File: config.mk
export PLATFORM = sky130hd
export DESIGN_NAME = alu_pipelined_n
export DESIGN_NICKNAME = d
export VERILOG_FILES = /design/src/rtl/alu_pipelined_n.sv
export SDC_FILE = /design/constraint.sdc
export NUM_CORES = 1
export LEC_CHECK = 0
export CORE_AREA = 2 2 173 175
export DETAILED_ROUTE_END_ITERATION = 10
export DIE_AREA = 0 0 175 177
export PLACE_DENSITY_LB_ADDON = 0.12
export SLEW_MARGIN = 20
export SYNTH_ARGS = -nofsm -noshare
export SYNTH_HDL_FRONTEND = slang
export SYNTH_SLANG_ARGS = --single-unit
export TNS_END_PERCENT = 5
File: constraint.sdc
create_clock -name clk -period 5.68 [get_ports clk]
set_input_delay 0.852 -clock clk [delete_from_list [all_inputs] [get_ports clk]]
set_output_delay 0.852 -clock clk [all_outputs]
set_load 0.1 [all_outputs]
File: src/rtl/alu_pipelined_n.sv
// Two-stage valid/ready pipelined ALU: S1 registers operands, S2 registers result and flags.
// Optional sticky overflow flag is built only when ALU_STICKY_OVF_EN is defined.
module alu_pipelined_n #(
  parameter int WIDTH = 32
) (
  input  logic             clk,
  input  logic             rst_n,
  input  logic             in_valid,
  output logic             in_ready,
  input  logic [2:0]       command,
  input  logic [WIDTH-1:0] a,
  input  logic [WIDTH-1:0] b,
  output logic             out_valid,
  input  logic             out_ready,
  output logic [WIDTH-1:0] result,
  output logic             carryout,
  output logic             overflow,
  output logic             zero,
  output logic             sticky_ovf,
  input  logic             sticky_clr
);
  localparam logic [2:0] C_ADD = 3'd0, C_SUB = 3'd1, C_XOR = 3'd2, C_SLT = 3'd3,
                         C_AND = 3'd4, C_NAND = 3'd5, C_NOR = 3'd6, C_OR = 3'd7;

  generate
    if (WIDTH < 2 || WIDTH > 64) begin : g_bad_width
      $error("alu_pipelined_n: WIDTH must be in 2..64");
    end
  endgenerate

  typedef struct packed {
    logic [2:0]       cmd;
    logic [WIDTH-1:0] a;
    logic [WIDTH-1:0] b;
  } s1_req_t;

  s1_req_t          r_s1;
  logic             r_s1_valid;
  logic             r_out_valid;
  logic [WIDTH-1:0] r_result;
  logic             r_carry, r_ovf, r_zero;

  logic             w_s2_adv, w_sub;
  logic [WIDTH-1:0] w_bx, w_res;
  logic [WIDTH:0]   w_sum;
  logic             w_add_ovf, w_co, w_ov;

  assign w_s2_adv = !r_out_valid || out_ready;
  assign in_ready = !r_s1_valid || w_s2_adv;

  // SLT shares the subtractor; sign of the true difference is sum MSB corrected by overflow
  assign w_sub     = (r_s1.cmd == C_SUB) || (r_s1.cmd == C_SLT);
  assign w_bx      = w_sub ? ~r_s1.b : r_s1.b;
  assign w_sum     = {1'b0, r_s1.a} + {1'b0, w_bx} + {{WIDTH{1'b0}}, w_sub};
  assign w_add_ovf = (r_s1.a[WIDTH-1] == w_bx[WIDTH-1]) && (w_sum[WIDTH-1] != r_s1.a[WIDTH-1]);

  always_comb begin
    w_res = '0;
    w_co  = 1'b0;
    w_ov  = 1'b0;
    case (r_s1.cmd)
      C_ADD, C_SUB: begin
        w_res = w_sum[WIDTH-1:0];
        w_co  = w_sum[WIDTH];
        w_ov  = w_add_ovf;
      end
      C_SLT:  w_res = {{(WIDTH-1){1'b0}}, w_sum[WIDTH-1] ^ w_add_ovf};
      C_XOR:  w_res = r_s1.a ^ r_s1.b;
      C_AND:  w_res = r_s1.a & r_s1.b;
      C_NAND: w_res = ~(r_s1.a & r_s1.b);
      C_NOR:  w_res = ~(r_s1.a | r_s1.b);
      C_OR:   w_res = r_s1.a | r_s1.b;
      default: w_res = '0;
    endcase
  end

  always_ff @(posedge clk or negedge rst_n) begin
    if (!rst_n) begin
      r_s1_valid <= 1'b0;
      r_s1       <= '0;
    end else if (in_ready) begin
      r_s1_valid <= in_valid;
      if (in_valid) r_s1 <= '{cmd: command, a: a, b: b};
    end
  end

  // Flags and result only move on a real load, so they hold through stalls and bubbles
  always_ff @(posedge clk or negedge rst_n) begin
    if (!rst_n) begin
      r_out_valid <= 1'b0;
      r_result    <= '0;
      r_carry     <= 1'b0;
      r_ovf       <= 1'b0;
      r_zero      <= 1'b0;
    end else if (w_s2_adv) begin
      r_out_valid <= r_s1_valid;
      if (r_s1_valid) begin
        r_result <= w_res;
        r_carry  <= w_co;
        r_ovf    <= w_ov;
        r_zero   <= (w_res == '0);
      end
    end
  end

`ifdef ALU_STICKY_OVF_EN
  logic r_sticky;
  always_ff @(posedge clk or negedge rst_n) begin
    if (!rst_n)                             r_sticky <= 1'b0;
    else if (w_s2_adv && r_s1_valid && w_ov) r_sticky <= 1'b1;
    else if (sticky_clr)                     r_sticky <= 1'b0;
  end
  assign sticky_ovf = r_sticky;
`else
  logic w_unused_clr;
  assign w_unused_clr = sticky_clr;
  assign sticky_ovf   = 1'b0;
`endif

  assign out_valid = r_out_valid;
  assign result    = r_result;
  assign carryout  = r_carry;
  assign overflow  = r_ovf;
  assign zero      = r_zero;
endmodule

# Yosys cells after proc, flatten, opt, wreduce, memory -nomap -nowiden
# Index checks and enable logic that the tools add are counted.
# W data, S select, Z words.
# totals
reg_bits,104
latch_bits,0
ramBits,0
rom_bits,0
inputBits,72
out_inout_bits,38
word_cells,42
mem_count,0
# classes
n_addsub,2
multipliers,0
div,0
magnitude_cmp,0
n_eq_ne,9
shift,0
muxes,4
n_bitwise,7
n_reduce_logical,11
# op_table
op,count
$pmux W32 S7,1
$not A32 Y32,3
$add A32 B32 Y33,1
$add A33 B1 Y33,1
$and A32 B32 Y32,1
$logic_not A32 Y1,1
$mux W32,1
$or A32 B32 Y32,1
$xor A32 B32 Y32,1
$eq A3 B3 Y1 const B,4
$eq A3 B2 Y1 const B,2
$reduce_and A2 Y1,2
$eq A3 B1 Y1 const B,1
$logic_not A3 Y1,1
$logic_or A1 B1 Y1,3
$logic_not A1 Y1,2
$mux W1,2
$reduce_or A2 Y1,1
$eq A1 B1 Y1,1
$logic_and A1 B1 Y1,1
$ne A1 B1 Y1,1
$xor A1 B1 Y1,1

# Longest topological paths before layout
# depth
ltp_word,10
ltp_mapped,18
depth_no_buf,15

# Worst setup path after synthesis
# Ideal clock, no wire load.
# synth_path
kind,register -> register
start,reg r_s1[66] in the netlist's numbering
end,"reg r_zero, in the netlist zero"
arrival_ns,4.256
required_ns,5.577
path_slack_ns,1.320
path_stages_with_launch,18
path_buffers,3
synth_period_minus_slack_ns,4.360
cell_sequence,dfrtp_1 -> clkbuf_1 -> clkinv_1 -> clkbuf_1 -> nand2_1 -> buf_1 -> xnor2_1 -> ha_1 -> a211o_1 -> o221a_4 -> o2111a_1 -> or3_4 -> a211oi_4 -> xnor2_1 -> o21ai_0 -> a2111oi_0 -> o211ai_1 -> o41ai_2
# synth_via
elab_chain_cells,10
elab_cells_between_ends,19
# synth_rtl
item,line_no,source
"start, declared",37,s1_req_t r_s1;
"start signal, assigned",83,"if (in_valid) r_s1 <= '{cmd: command, a: a, b: b};"
$eq A3 B1 Y1 or $eq A3 B2 Y1 (tied branches),"52, 61",
$logic_or A1 B1 Y1,52,assign w_sub = (r_s1.cmd == C_SUB) || (r_s1.cmd == C_SLT);
$mux W32,53,assign w_bx = w_sub ? ~r_s1.b : r_s1.b;
$add A32 B32 Y33,54,"assign w_sum = {1'b0, r_s1.a} + {1'b0, w_bx} + {{WIDTH{1'b0}}, w_sub};"
$add A33 B1 Y33,54,
$ne A1 B1 Y1,55,assign w_add_ovf = (r_s1.a[WIDTH-1] == w_bx[WIDTH-1]) && (w_sum[WIDTH-1] != r_s1.a[WIDTH-1]);
$logic_and A1 B1 Y1,55,
$xor A1 B1 Y1,67,"C_SLT: w_res = {{(WIDTH-1){1'b0}}, w_sum[WIDTH-1] ^ w_add_ovf};"
$pmux W32 S7 (*),61,case (r_s1.cmd)
$logic_not A32 Y1 (*),101,r_zero <= (w_res == '0);
"end signal, assigned",101,
"end, declared",41,"logic r_carry, r_ovf, r_zero;"
# Mark *: on every way between the ends. The rest lies on a longest branch, timed or not.
# A chain may end at the register's enable or synchronous reset.

# Final worst setup path
# layout_path
start,reg r_s1[64] in the netlist's numbering
end,"reg r_zero, in the netlist zero"
# Same word-level chain as after synthesis.

==> qor.txt <==
Sw frac: 51.95%
Relative slew slack: 31.82%
Synthesized instance count: 920
Kind of critical path: reg -> reg
Area delta synth->final: 20.57%
Routability cong.: 0.8263
GRT Residual Overflow: 0
Worst R2R Setup Slack: 0.97 ns
ANT cells: 0
Final Power: 4649 uW
Ys Warns: 0
Initial antenna violation count: 0
Final period util: 82.85%
Worst Path Arrival: 4.98 ns
H-Tree Depth: 3
Crit-path slowest cell: nor3b_1
Worst Hold Slack: 0.4853 ns
Final setup viols: 0
Fillcell total: 2979
WHS Path Cells: 2
Core ar.: 0.02924 mm^2
CTS sink cnt: 104
Cell taking the most area after synthesis: dfrtp_1
Initial DRC Count: 272
Number of global-route vias before repair: 6977
EDFF count, synth: 0
Final nets: 1169
Final ANT Viol Nets: 0
Internal power: 2234 uW
Post-route DRC: 0
DIE AREA: 0.03098 mm^2
Top cells by area, synth: dfrtp_1 (30%), ha_1 (14%), mux2_2 (11%), xnor2_1 (7.1%), o21ai_0 (3.3%)
# IOs: 110
Library cells used by synthesis: 68
CP Capture Type: flop
Power Density: 448.0 mW/mm^2
Final WL: 24.28 mm
CTS tree: done
Top cell type's share of synthesized area: 30.24%
Layout cell share with drive strength beyond 1: 13.72%
Comb pwr share: 62.9%
Cts hold-fix bufs: 0
CTS Buf Count: 9
Initial Utilization: 29.43%
First-pass GRT wire length: 39.15 mm
Tot GR Track Use: 16.13%
Final Hold Vio Count: 0
Synthesized cell area: 0.008606 mm^2
NetSw: 2415 uW
RR Startpoint: r_s1[64]$_DFFE_PN0P_
Crit path max fanout: 40
CP startpoint kind: flop
Slew Limit Fails: 0
Wire length per cell: 17.39 um
Clock power frac: 13.7%
Worst R2R End: zero$_DFFE_PN0P_
Buffers and inverters on the worst path: 1
Worst Tran Pin Value: 1.020 ns
FFs w/ async S/R, synth: 100.0%
TritonRoute pass-1 iters: 4
WP data required: 5.95 ns
Largest net degree at the start of global routing: 62
Max-cap violations: 0
Worst IR Drop VDD: 171.8 uV
Worst-path clk slew: 0.08 ns
Detailed-placement wirelength estimate: 18.44 mm
RSZ-0062 raised after global routing: no
CTS resizes: 0
Outcome: finished, final reports clean
Max incr delay on CP: 0.51 ns
Hold EP: result[3]$_DFFE_PN0P_
Final min period: 4.706 ns
Worst reg-to-reg path cell count: 14
Avg Inst Size Synth: 9.354 um^2
Register area share after synthesis: 30.24%
Port buffer count: 107
Leakage: 0.004458 uW
Sum Neg Setup Slack: 0 ns
CP top delay family: simple AND/OR/NAND/NOR gates
Worst hold start: result[3]$_DFFE_PN0P_
Die X: 175 um
Syn nets: 1088
# rows: 63
#FFs+latches synth: 104
Sequential share of power: 23.4%
Total number of vias: 6949
Die height: 177 um
Root Driver: clkbuf_16
DR vias/cell: 4.978
Fmax: 212.5 MHz
Crit-path cells: buf_4 > nor3b_1 > a21oi_1 > fa_1 > nand2b_1 > a21oi_1 > xor2_1 > o31ai_1 > o21ai_0 > nor4_1 > nand4_1 > nor4_1 > nand4b_1 > o41ai_2
Ys flop type: dfrtp_1
Hold WC Path Type: reg -> reg
Clock buffer depth: 2
Postcts setup bufs: 0
Clock skew: 0.01134 ns
Skew-Pair Late Insertion Delay: 0.37 ns
-- cell usage in the layout (no fill, tap or decap), types with 3 or more instances in the layout --
cell type,n
a31oi_1,5
mux2_2,83
inv_1,74
nand4_1,11
clkdlybuf4s50_1,106
a22oi_1,26
o2111ai_1,3
and3_1,5
clkinv_4,3
nor4_1,5
ha_1,95
o221ai_1,4
nand2b_1,9
nor2b_1,19
and2_1,6
a211oi_1,5
clkbuf_16,9
o21bai_1,5
nor2_1,32
o221a_2,11
or3_1,4
nand2_2,3
xor2_1,11
a21oi_1,53
o31ai_1,7
dfrtp_1,103
a21o_1,7
o211ai_1,7
o21ai_0,56
o21a_1,6
nand3_1,12
nand2_1,51
o32ai_1,4
xnor2_1,70
nor3_1,10
buf_4,18
mux2i_1,14
o311ai_0,4
-- worst max-delay path by stage --
stage,end,slack (ns),from,cells after the start
6_report,zero$_DFFE_PN0P_,0.97,r_s1[64]$_DFFE_PN0P_,14
5_1_grt,zero$_DFFE_PN0P_,0.77,r_s1[66]$_DFFE_PN0P_,15
4_1_cts,zero$_DFFE_PN0P_,0.99,r_s1[66]$_DFFE_PN0P_,15
3_5_place_dp,zero$_DFFE_PN0P_,1.01,r_s1[66]$_DFFE_PN0P_,15
3_3_place_gp,zero$_DFFE_PN0P_,1.05,r_s1[64]$_DFFE_PN0P_,14
2_1_floorplan,zero$_DFFE_PN0P_,1.32,r_s1[66]$_DFFE_PN0P_,17
-- power by group through the flow --
stage	sequential [uW]	combinational (uW)	clock (uW)
4_1_cts	1090	2950	662
3_3_place_gp	1110	2920	0
6_report	1090	2930	637
3_5_place_dp	1110	2930	0
5_1_grt	1120	3180	687
2_1_floorplan	1810	1460	0
-- metrics by stage --
stage | utilization, % | worst slack [ns] | area, um^2 | std cells
6_report | 35.48 | 0.9741 | 10380 | 1396
5_1_grt | 35.48 | 0.7714 | 10380 | 1396
4_1_cts | 35.48 | 0.9890 | 10380 | 1396
3_5_place_dp | 34.49 | 1.013 | 10090 | 1380
2_1_floorplan | - | 1.320 | 8606 | 920
3_3_place_gp | 34.49 | 1.049 | 10090 | 1380
-- Yosys cell counts (12+ instances only) --
cell / n
a22oi_1: 26
nor2_1: 32
nand3_1: 12
mux2_2: 83
inv_1: 74
xnor2_1: 70
dfrtp_1: 104
clkbuf_1: 41
mux2i_1: 14
ha_1: 95
o21ai_0: 56
nand2_1: 54
a21oi_1: 53
nor2b_1: 19
-- metal layers --
layer | vias up | track usage (%) | wire length [um]
met5 | - | 0 | 0
met4 | 0 | 5.347 | 510
met3 | 30 | 2.341 | 755
met2 | 124 | 25.89 | 10990
met1 | 3344 | 22.26 | 12020
li1 | 3451 | - | -
-- state kept, by name, summed over array words and instances, names as in the netlist --
register,count
carryout,1
zero,1
overflow,1
result,32
r_s1,67
r_s1_valid,1
out_valid,1
-- cell families after synthesis --
group                    count (synthesis)  share of synthesized area [%]
AO/OA/AOI/OAI                          233                          18.76
AND/OR/NAND/NOR                        178                          10.40
buffers and inverters                  130                          5.787
flip-flops                             104                          30.24
multiplexers                            97                          12.49
adder cells (fa/ha/maj)                 96                          14.04
XOR/XNOR                                81                          8.244
other                                    1                        0.04358
-- worst reg2reg max path, stage by stage (launching register included) --
cell and delay [ns]:
dfrtp_2 0.37, buf_4 0.40, nor3b_1 0.53, a21oi_1 0.12, fa_1 0.43, nand2b_1 0.20
a21oi_1 0.33, xor2_1 0.15, o31ai_1 0.36, o21ai_0 0.19, nor4_1 0.32, nand4_1 0.16
nor4_1 0.45, nand4b_1 0.28, o41ai_2 0.32
-- layout make-up --
type | instances | area, um^2 | area share, %
multi-input combinational | 686 | 5513 | 53.13
sequential | 104 | 2604 | 25.09
timing repair buffer | 124 | 1196 | 11.53
tap | 390 | 488.0 | 4.703
inverter | 76 | 285.3 | 2.749
clock buffer | 10 | 239.0 | 2.303
clock inverter | 6 | 51.30 | 0.4944
Power figures use the tool's default switching activity.
